$ cat config.mk
export PLATFORM = sky130hd
export DESIGN_NAME = gp_registers
export DESIGN_NICKNAME = d
export VERILOG_FILES = /design/src/rtl/vr16_pkg.sv /design/src/rtl/gpr_cell.sv /design/src/rtl/gp_registers.sv
export SDC_FILE = /design/constraint.sdc
export NUM_CORES = 1
export LEC_CHECK = 0
export CAP_MARGIN = 10
export CORE_MARGIN = 8
export CORE_UTILIZATION = 51
export CTS_BUF_LIST = sky130_fd_sc_hd__clkbuf_8
export CTS_CLUSTER_DIAMETER = 40
export DETAILED_ROUTE_END_ITERATION = 12
export PLACE_DENSITY = 0.94
export REMOVE_ABC_BUFFERS = 1
export SYNTH_ARGS = -nofsm -noshare
export SYNTH_HDL_FRONTEND = slang
export SYNTH_HIERARCHICAL = 1
export SYNTH_SLANG_ARGS = --single-unit
$ cat constraint.sdc
create_clock -name clk -period 1.6 [get_ports clk]
set_input_delay 0.4 -clock clk [delete_from_list [all_inputs] [get_ports clk]]
set_output_delay 0.4 -clock clk [all_outputs]
set_load 0.05 [all_outputs]
$ cat src/rtl/vr16_pkg.sv
// VR16 shared definitions: datapath width,
// register indices and reset value.
package vr16_pkg;

  localparam int DATA_WIDTH = 16;
  localparam int NUM_REGS   = 4;
  localparam int SEL_WIDTH  = 2;

  typedef logic [DATA_WIDTH-1:0] word_t;
  typedef logic [SEL_WIDTH-1:0]  reg_sel_t;
  typedef logic [NUM_REGS-1:0]   reg_mask_t;

  localparam reg_sel_t REG_A = 2'b00;
  localparam reg_sel_t REG_B = 2'b01;
  localparam reg_sel_t REG_C = 2'b10;
  localparam reg_sel_t REG_D = 2'b11;

  localparam word_t GPR_RESET_VALUE = 16'h0000;

  // One-hot load mask for a write; all-zero when the
  // write is disabled so a stray select cannot matter.
  function automatic reg_mask_t write_mask(
    input logic     en,
    input reg_sel_t sel
  );
    reg_mask_t m;
    m = '0;
    if (en) begin
      case (sel)
        REG_A:   m = 4'b0001;
        REG_B:   m = 4'b0010;
        REG_C:   m = 4'b0100;
        REG_D:   m = 4'b1000;
        default: m = '0;
      endcase
    end
    return m;
  endfunction

endpackage

$ cat src/rtl/gpr_cell.sv
// Single general-purpose register cell with
// async active-low clear and load enable.
module gpr_cell
  import vr16_pkg::*;
#(
  parameter int                    WIDTH   = DATA_WIDTH,
  parameter logic [WIDTH-1:0]      RST_VAL = '0
) (
  input  logic             clk,
  input  logic             reset,
  input  logic             load,
  input  logic [WIDTH-1:0] d,
  output logic [WIDTH-1:0] q
);

  // Clear wins over load; otherwise load or hold.
  always_ff @(posedge clk or negedge reset) begin
    if (!reset) begin
      q <= RST_VAL;
    end else if (load) begin
      q <= d;
    end
  end

endmodule

$ cat src/rtl/gp_registers.sv
// VR16 A/B/C/D register file: one write port,
// all four registers visible on dedicated outputs.
module gp_registers
  import vr16_pkg::*;
#(
  parameter int                    DATA_WIDTH  = vr16_pkg::DATA_WIDTH,
  parameter int                    NUM_REGS    = vr16_pkg::NUM_REGS,
  parameter logic [DATA_WIDTH-1:0] RESET_VALUE = GPR_RESET_VALUE
) (
  input  logic                  clk,
  input  logic                  reset,
  input  logic                  write_enable,
  input  logic [1:0]            select_reg,
  input  logic [DATA_WIDTH-1:0] alu_result,
  output logic [DATA_WIDTH-1:0] reg_a_out,
  output logic [DATA_WIDTH-1:0] reg_b_out,
  output logic [DATA_WIDTH-1:0] reg_c_out,
  output logic [DATA_WIDTH-1:0] reg_d_out
);

  logic [3:0] load;

  // Decode the select into a one-hot load, gated by write_enable.
  always_comb begin
    load = write_mask(write_enable, select_reg);
  end

  gpr_cell #(
    .WIDTH   (DATA_WIDTH),
    .RST_VAL (RESET_VALUE)
  ) u_reg_a (
    .clk   (clk),
    .reset (reset),
    .load  (load[REG_A]),
    .d     (alu_result),
    .q     (reg_a_out)
  );

  gpr_cell #(
    .WIDTH   (DATA_WIDTH),
    .RST_VAL (RESET_VALUE)
  ) u_reg_b (
    .clk   (clk),
    .reset (reset),
    .load  (load[REG_B]),
    .d     (alu_result),
    .q     (reg_b_out)
  );

  gpr_cell #(
    .WIDTH   (DATA_WIDTH),
    .RST_VAL (RESET_VALUE)
  ) u_reg_c (
    .clk   (clk),
    .reset (reset),
    .load  (load[REG_C]),
    .d     (alu_result),
    .q     (reg_c_out)
  );

  gpr_cell #(
    .WIDTH   (DATA_WIDTH),
    .RST_VAL (RESET_VALUE)
  ) u_reg_d (
    .clk   (clk),
    .reset (reset),
    .load  (load[REG_D]),
    .d     (alu_result),
    .q     (reg_d_out)
  );

endmodule

==> results.md <==
- Status: finished, final reports clean
- # DRC: 0
- Max stage delay on crit path: 0.59 ns
- Vias: ~1600
- Port-buffer cells: between 80 and 90
- DP Cell Count: a little under 300
- Worst-Margin Slew: ~0.33 ns
- Antenna violations before repair: 0
- Total wire length: about 7700 um
- Unrepaired setup endpoints after global routing: false
- Vias in the first global route: between 1500 and 2000
- Rows: 26
- Slew HR: between 70% and 80%
- Htree depth: 3
- Final slew viol count: 0
- Post-route ant nets: 0
- Post-CTS Setup Bufs: 0
- Skew final: 0 ns
- Clock root buffer: clkbuf_8
- Mapped Area: around 2600 um2
- Die W: between 80 and 90 um
- Fin. Hold Viols: 0
- Xor and xnor area share after synthesis: 0%
- Synth Area in Simple Gates: under 10%
- Clock slew at reported path FFs: about 0.070 ns
- Static Leak: roughly 0.0020 uW
- Share of cells above drive strength 1: a little under two thirds
- Pin count of the biggest net entering global routing: 65
- Fmax: around 0.63 GHz
- Post-synthesis area per instance: 18.8 um2
- Worst path buffer plus inverter count: 2
- Router iterations before antenna repair: 4
- Max-cap violations: 0
- Req. time, crit path: 1.82 ns
- Largest delay share family, worst path: buffers and inverters
- Critical Path Sink Type: flop
- Largest family of logic cells by synthesized area: multiplexers
- Total power density per cell area: roughly 1500 nW/um2
- Critical Path Start Type: input pin
- Yosys cell types: 8
- Gr usage total: 21.7%
- # IOs: 85
- WL/cell: 25.2 um
- Critical-path top delay cell: clkdlybuf4s50_1
- Clk sinks: 64
- Period utilization: approximately 100%
- Setup violators final: 0
- CTS Buf Count: 9
- CP Cell Sequence: clkdlybuf4s50_1 -> and3b_1 -> buf_12 -> mux2_2
- CTS hold repair buffers: 0
- Cell count after synthesis: 140
- Post-synthesis sequential area ratio: ~61%
- Worst Path Max Fanout: 16
- 1st-iter DRT viols: roughly 60
- TritonCTS clock tree: built
- Area grow syn2layout: 66.0%
- Finished Layout Cells: 308
- Clock latency on the worst-skew pair: between 0.3 and 0.4 ns
- Via-to-Cell Ratio: roughly 5.2
- CP arrival: roughly 1.8 ns
- Minimum clock period after layout: 1.60 ns
- Die Span Y: 87.9 um
- Hold Crit Class: input pin to async pin
- Starting Density: between 50% and 60%
- TNS Setup: 0 ns
- NumNets Final: 254
- Grt total ovfl: 0
- DP HPWL: about 5300 um
- Gpl congestion: roughly 0.73
- Area of the core: 5040 um2
- Worst vdd ir: approximately 0.00099 V
- Post-Synth Adder-Cell Area: 0%
- Yosys Warn Count: 6
- Critical path type: input pin to flop
- Ant. Diodes: 0
- Flops & latches, synth: 64
- Die area: just under 8000 um2
- Post-synthesis mux area share: between 30% and 40%
- Clock tree buffer depth: 2
- First-pass GRT wire length: around 12000 um
- Area fraction in compound gates after synthesis: 0%
==> path summary, 6_finish.rpt <==
path | slack [ns] | startpoint | cells past startpoint | end
max | 0.003 | select_reg[1] | 4 | u_reg_c/q[13]$_DFFE_PN0P_
min | 0.06 | reset | 2 | u_reg_a/q[2]$_DFFE_PN0P_
max reg2reg | 0.72 | u_reg_b/q[0]$_DFFE_PN0P_ | 1 | u_reg_b/q[0]$_DFFE_PN0P_
min reg2reg | 0.58 | u_reg_a/q[2]$_DFFE_PN0P_ | 1 | u_reg_a/q[2]$_DFFE_PN0P_
max in group asynchronous | 1.26 | reset | 2 | u_reg_b/q[9]$_DFFE_PN0P_
min in group clk | 0.58 | u_reg_a/q[2]$_DFFE_PN0P_ | 1 | u_reg_a/q[2]$_DFFE_PN0P_
==> what timing repair did <==
item | CTS | global route
gates resized for setup | 0 | 1
endpoints found under the hold margin | 0 | 0
setup endpoints to repair | 0 | 1
==> cell type report <==
cell class | instances | area, um2
Clock buffer | 12 | 165
Clock inverter | 4 | 20.0
Fill cell | 189 | 667
Multi-Input combinational cell | 68 | 915
Sequential cell | 64 | 1600
Tap cell | 70 | 87.6
Timing Repair Buffer | 90 | 1590
==> sequential cells by signal, indices dropped and copies added, names as in the netlist <==
signal and cells:
u_reg_a/q 16, u_reg_c/q 16, u_reg_d/q 16, u_reg_b/q 16
==> power breakdown <==
group | internal [uW] | total (uW) | switching [uW]
sequential | 1930 | 2310 | 385
combinational | 1570 | 3070 | 1500
clock | 676 | 1300 | 622
==> synth_stat cells <==
master / n / area [um2]
nor3b_2: 1 / 12.5
mux2_4: 40 / 601
buf_6: 4 / 45.0
and3b_1: 2 / 17.5
dfrtp_1: 64 / 1600
buf_12: 4 / 80.1
mux2_2: 24 / 270
and3_2: 1 / 7.51
==> cells in the final DEF (no fill, tap or decap), drive strengths merged <==
cell type,netlist,layout
clkdlybuf4s50,0,18
inv,0,2
mux2,64,64
dlymetal6s2s,0,1
clkbuf,0,12
and3,1,1
buf,8,71
clkinvlp,0,1
clkinv,0,1
nor3b,1,1
and3b,2,2
dfrtp,64,64
==> per-layer routing <==
metal | vias to the layer above | GRT usage [%] | share of wire (%)
li1 | 675 | - | -
met1 | 826 | 26.3 | 41
met2 | 76 | 34.0 | 49
met3 | 12 | 8.72 | 7.8
met4 | 0 | 7.81 | 1.7
met5 | - | 0 | 0
==> through the flow <==
stage | setup slack [ns] | total power [uW] | hold slack, ns | utilization [%] | instance area, um2
final | 0.00344 | 6680 | 0.0634 | 86.8 | 4380
after CTS | 0.0328 | 6730 | 0.0733 | 86.7 | 4370
after global routing | 0.0203 | 6880 | 0.0874 | 86.8 | 4380
after detailed placement | -0.312 | 5400 | 0.441 | 83.1 | 4190
after global placement | -0.210 | 5300 | 0.433 | 83.1 | 4190
after floorplan | -0.267 | 3620 | 0.104 | - | 2510
==> kinds of logic after synthesis <==
| logic type | count (synthesis) |
|---|---|
| muxes | 64 |
| DFF | 64 |
| buffers and inverters | 8 |
| and+or+nand+nor | 4 |
Power figures use the tool's default switching activity.
==> RTL change: new RTL, config.mk and constraints unchanged <==
Put a register stage on the output `reg_d_out`, without a reset. The value now appears one clock later. The other outputs are not delayed to match.
--- a/src/rtl/gp_registers.sv
+++ b/src/rtl/gp_registers.sv
@@ -18,4 +18,6 @@
   output logic [DATA_WIDTH-1:0] reg_d_out
 );
+
+  logic [DATA_WIDTH-1:0] reg_d_d;
 
   logic [3:0] load;
@@ -67,6 +69,10 @@
     .load  (load[REG_D]),
     .d     (alu_result),
-    .q     (reg_d_out)
+    .q     (reg_d_d)
   );
+
+  always_ff @(posedge clk) begin
+    reg_d_out <= reg_d_d;
+  end
 
 endmodule
Check against the original RTL: not equivalent (a bounded check fails within 4 cycles, from zero or initial values and one cycle with reset low).
==> RTL change against the unedited design <==
- power rose by 12%
- sequential power rose by 21%
- worst hold slack got worse by 0.010 ns
- final cell count rose by 5.5%
- sequential cell count rose by 16
- worst setup slack improved by 0.038 ns
- cell area rose by 7.7%
- wire length fell by 3.3%
- synthesized area rose by 12%
- critical path depth did not move
==> RTL change: results (changes against the unedited design) <==
| Metric | Value |
|---|---|
| Post-synthesis mux area share | `29.5% (-3.6 points)` |
| Arr. time, crit path | `1.78 ns (-0.04 ns)` |
| Ys async rst share | `80.0% (-20 points)` |
| Leak Pwr | `2.11 nW (+6.2%)` |
| Slew @ Worst Pin | `0.336 ns (+0.00177 ns)` |
| Synth top cells by count | `dfrtp_1, mux2_4, mux2_2` |
| Share of cells above drive strength 1 | `59.7% (-3.8 points)` |
| Status | `finished, final reports clean` |
| Vias in the first global route | `1,920 (+2.3%)` |
| Layout Skew | `0.0111 ns (+0.0111 ns)` |
| Max VDD drop | `0.00102 V (+2.7%)` |
| Sequential-to-total area share from yosys stat | `65.0% (+4.3 points)` |
| Avg Cell Area, Syn | `18.9 um2 (+0.65%)` |
| Worst Setup SP | `write_enable` |
| Routability congestion estimate | `0.715 (-1.7%)` |
| NumNets Final | `269 (+5.9%)` |
| Placed inst area | `4490 um2 (+7.2%)` |
| Worst path max stage delay | `0.55 ns (-0.04 ns)` |
| DP HPWL | `5030 um (-5.4%)` |
| Synth area leaders | `dfrtp_1, mux2_4, dfxtp_1, mux2_2, buf_12` |
| Distinct cell type count after synthesis | `9 (+1)` |
| Cells after DPL | `309 (+5.8%)` |
| CTS clk-pin slew, worst paths | `0.09 ns (+0.02 ns)` |
| P_int | `0.00484 W (+16%)` |
| DR WL/cell | `23.1 um (-8.4%)` |
| Skew-Pair Late Insertion Delay | `0.35 ns (+0.02 ns)` |
| RR Startpoint | `u_reg_a/q[12]$_DFFE_PN0P_` |
| Vias per inst | `5.02 (-2.6%)` |
| First-pass GRT wire length | `11,800 um (-0.12%)` |
| GRT Util Overall | `18.6% (-3.1 points)` |
| # diodes | `0 (unchanged)` |
| DR vias | `1,633 (+2.8%)` |
| Initial drt markers | `48 (-19%)` |
## RTL change: cell types whose count changed after synthesis, sizes merged
cell | unedited run | this run
dfxtp | 0 | 16
## RTL change: cells by family after synthesis
family,after synthesis
multiplexers,64
AND/OR/NAND/NOR,4
buffers and inverters,8
flip-flops,80
## RTL change: area by class of cell
class / instances / area, um2
Multi-Input combinational cell: 68 / 915
Clock inverter: 7 / 96.3
Sequential cell: 80 / 1920
Clock buffer: 9 / 124
Fill cell: 240 / 830
Tap cell: 72 / 90.1
Timing Repair Buffer: 89 / 1560
## RTL change: path summary, 6_finish.rpt
path                                                   to  slack, ns  cells after the start
min in group clk                     reg_d_out[0]$_DFF_P_       0.36                      0
worst max register to register  u_reg_a/q[12]$_DFFE_PN0P_       0.74                      1
max in group asynchronous       u_reg_a/q[14]$_DFFE_PN0P_       1.25                      2
worst max-delay path             u_reg_a/q[0]$_DFFE_PN0P_       0.04                      4
worst min register to register       reg_d_out[0]$_DFF_P_       0.36                      0
worst min-delay path             u_reg_c/q[6]$_DFFE_PN0P_       0.05                      2
## RTL change: per-stage QoR
step	setup WS, ns	hold WS [ns]
finish	0.0411	0.0534
detailed placement	-0.287	0.351
global route	0.0103	0.0693
CTS	0.0606	0.0592
floorplan	-0.267	0.104
global placement	-0.251	0.353
## RTL change: metal layers
metal  up-vias  GRT usage, %  wire length (um)
met2        59          31.9              3960
met5         -             0                 0
met1       846          20.6              2960
met3         8          7.82               491
li1        720             -                 -
met4         0          5.10                86
## RTL change: power groups by stage
stage / combinational (W) / sequential (W) / clock [W]
floorplan: 0.000420 / 0.00371 / 0
global placement: 0.00299 / 0.00279 / 0
detailed placement: 0.00305 / 0.00282 / 0
CTS: 0.00307 / 0.00279 / 0.00168
global route: 0.00313 / 0.00283 / 0.00177
finish: 0.00304 / 0.00279 / 0.00164
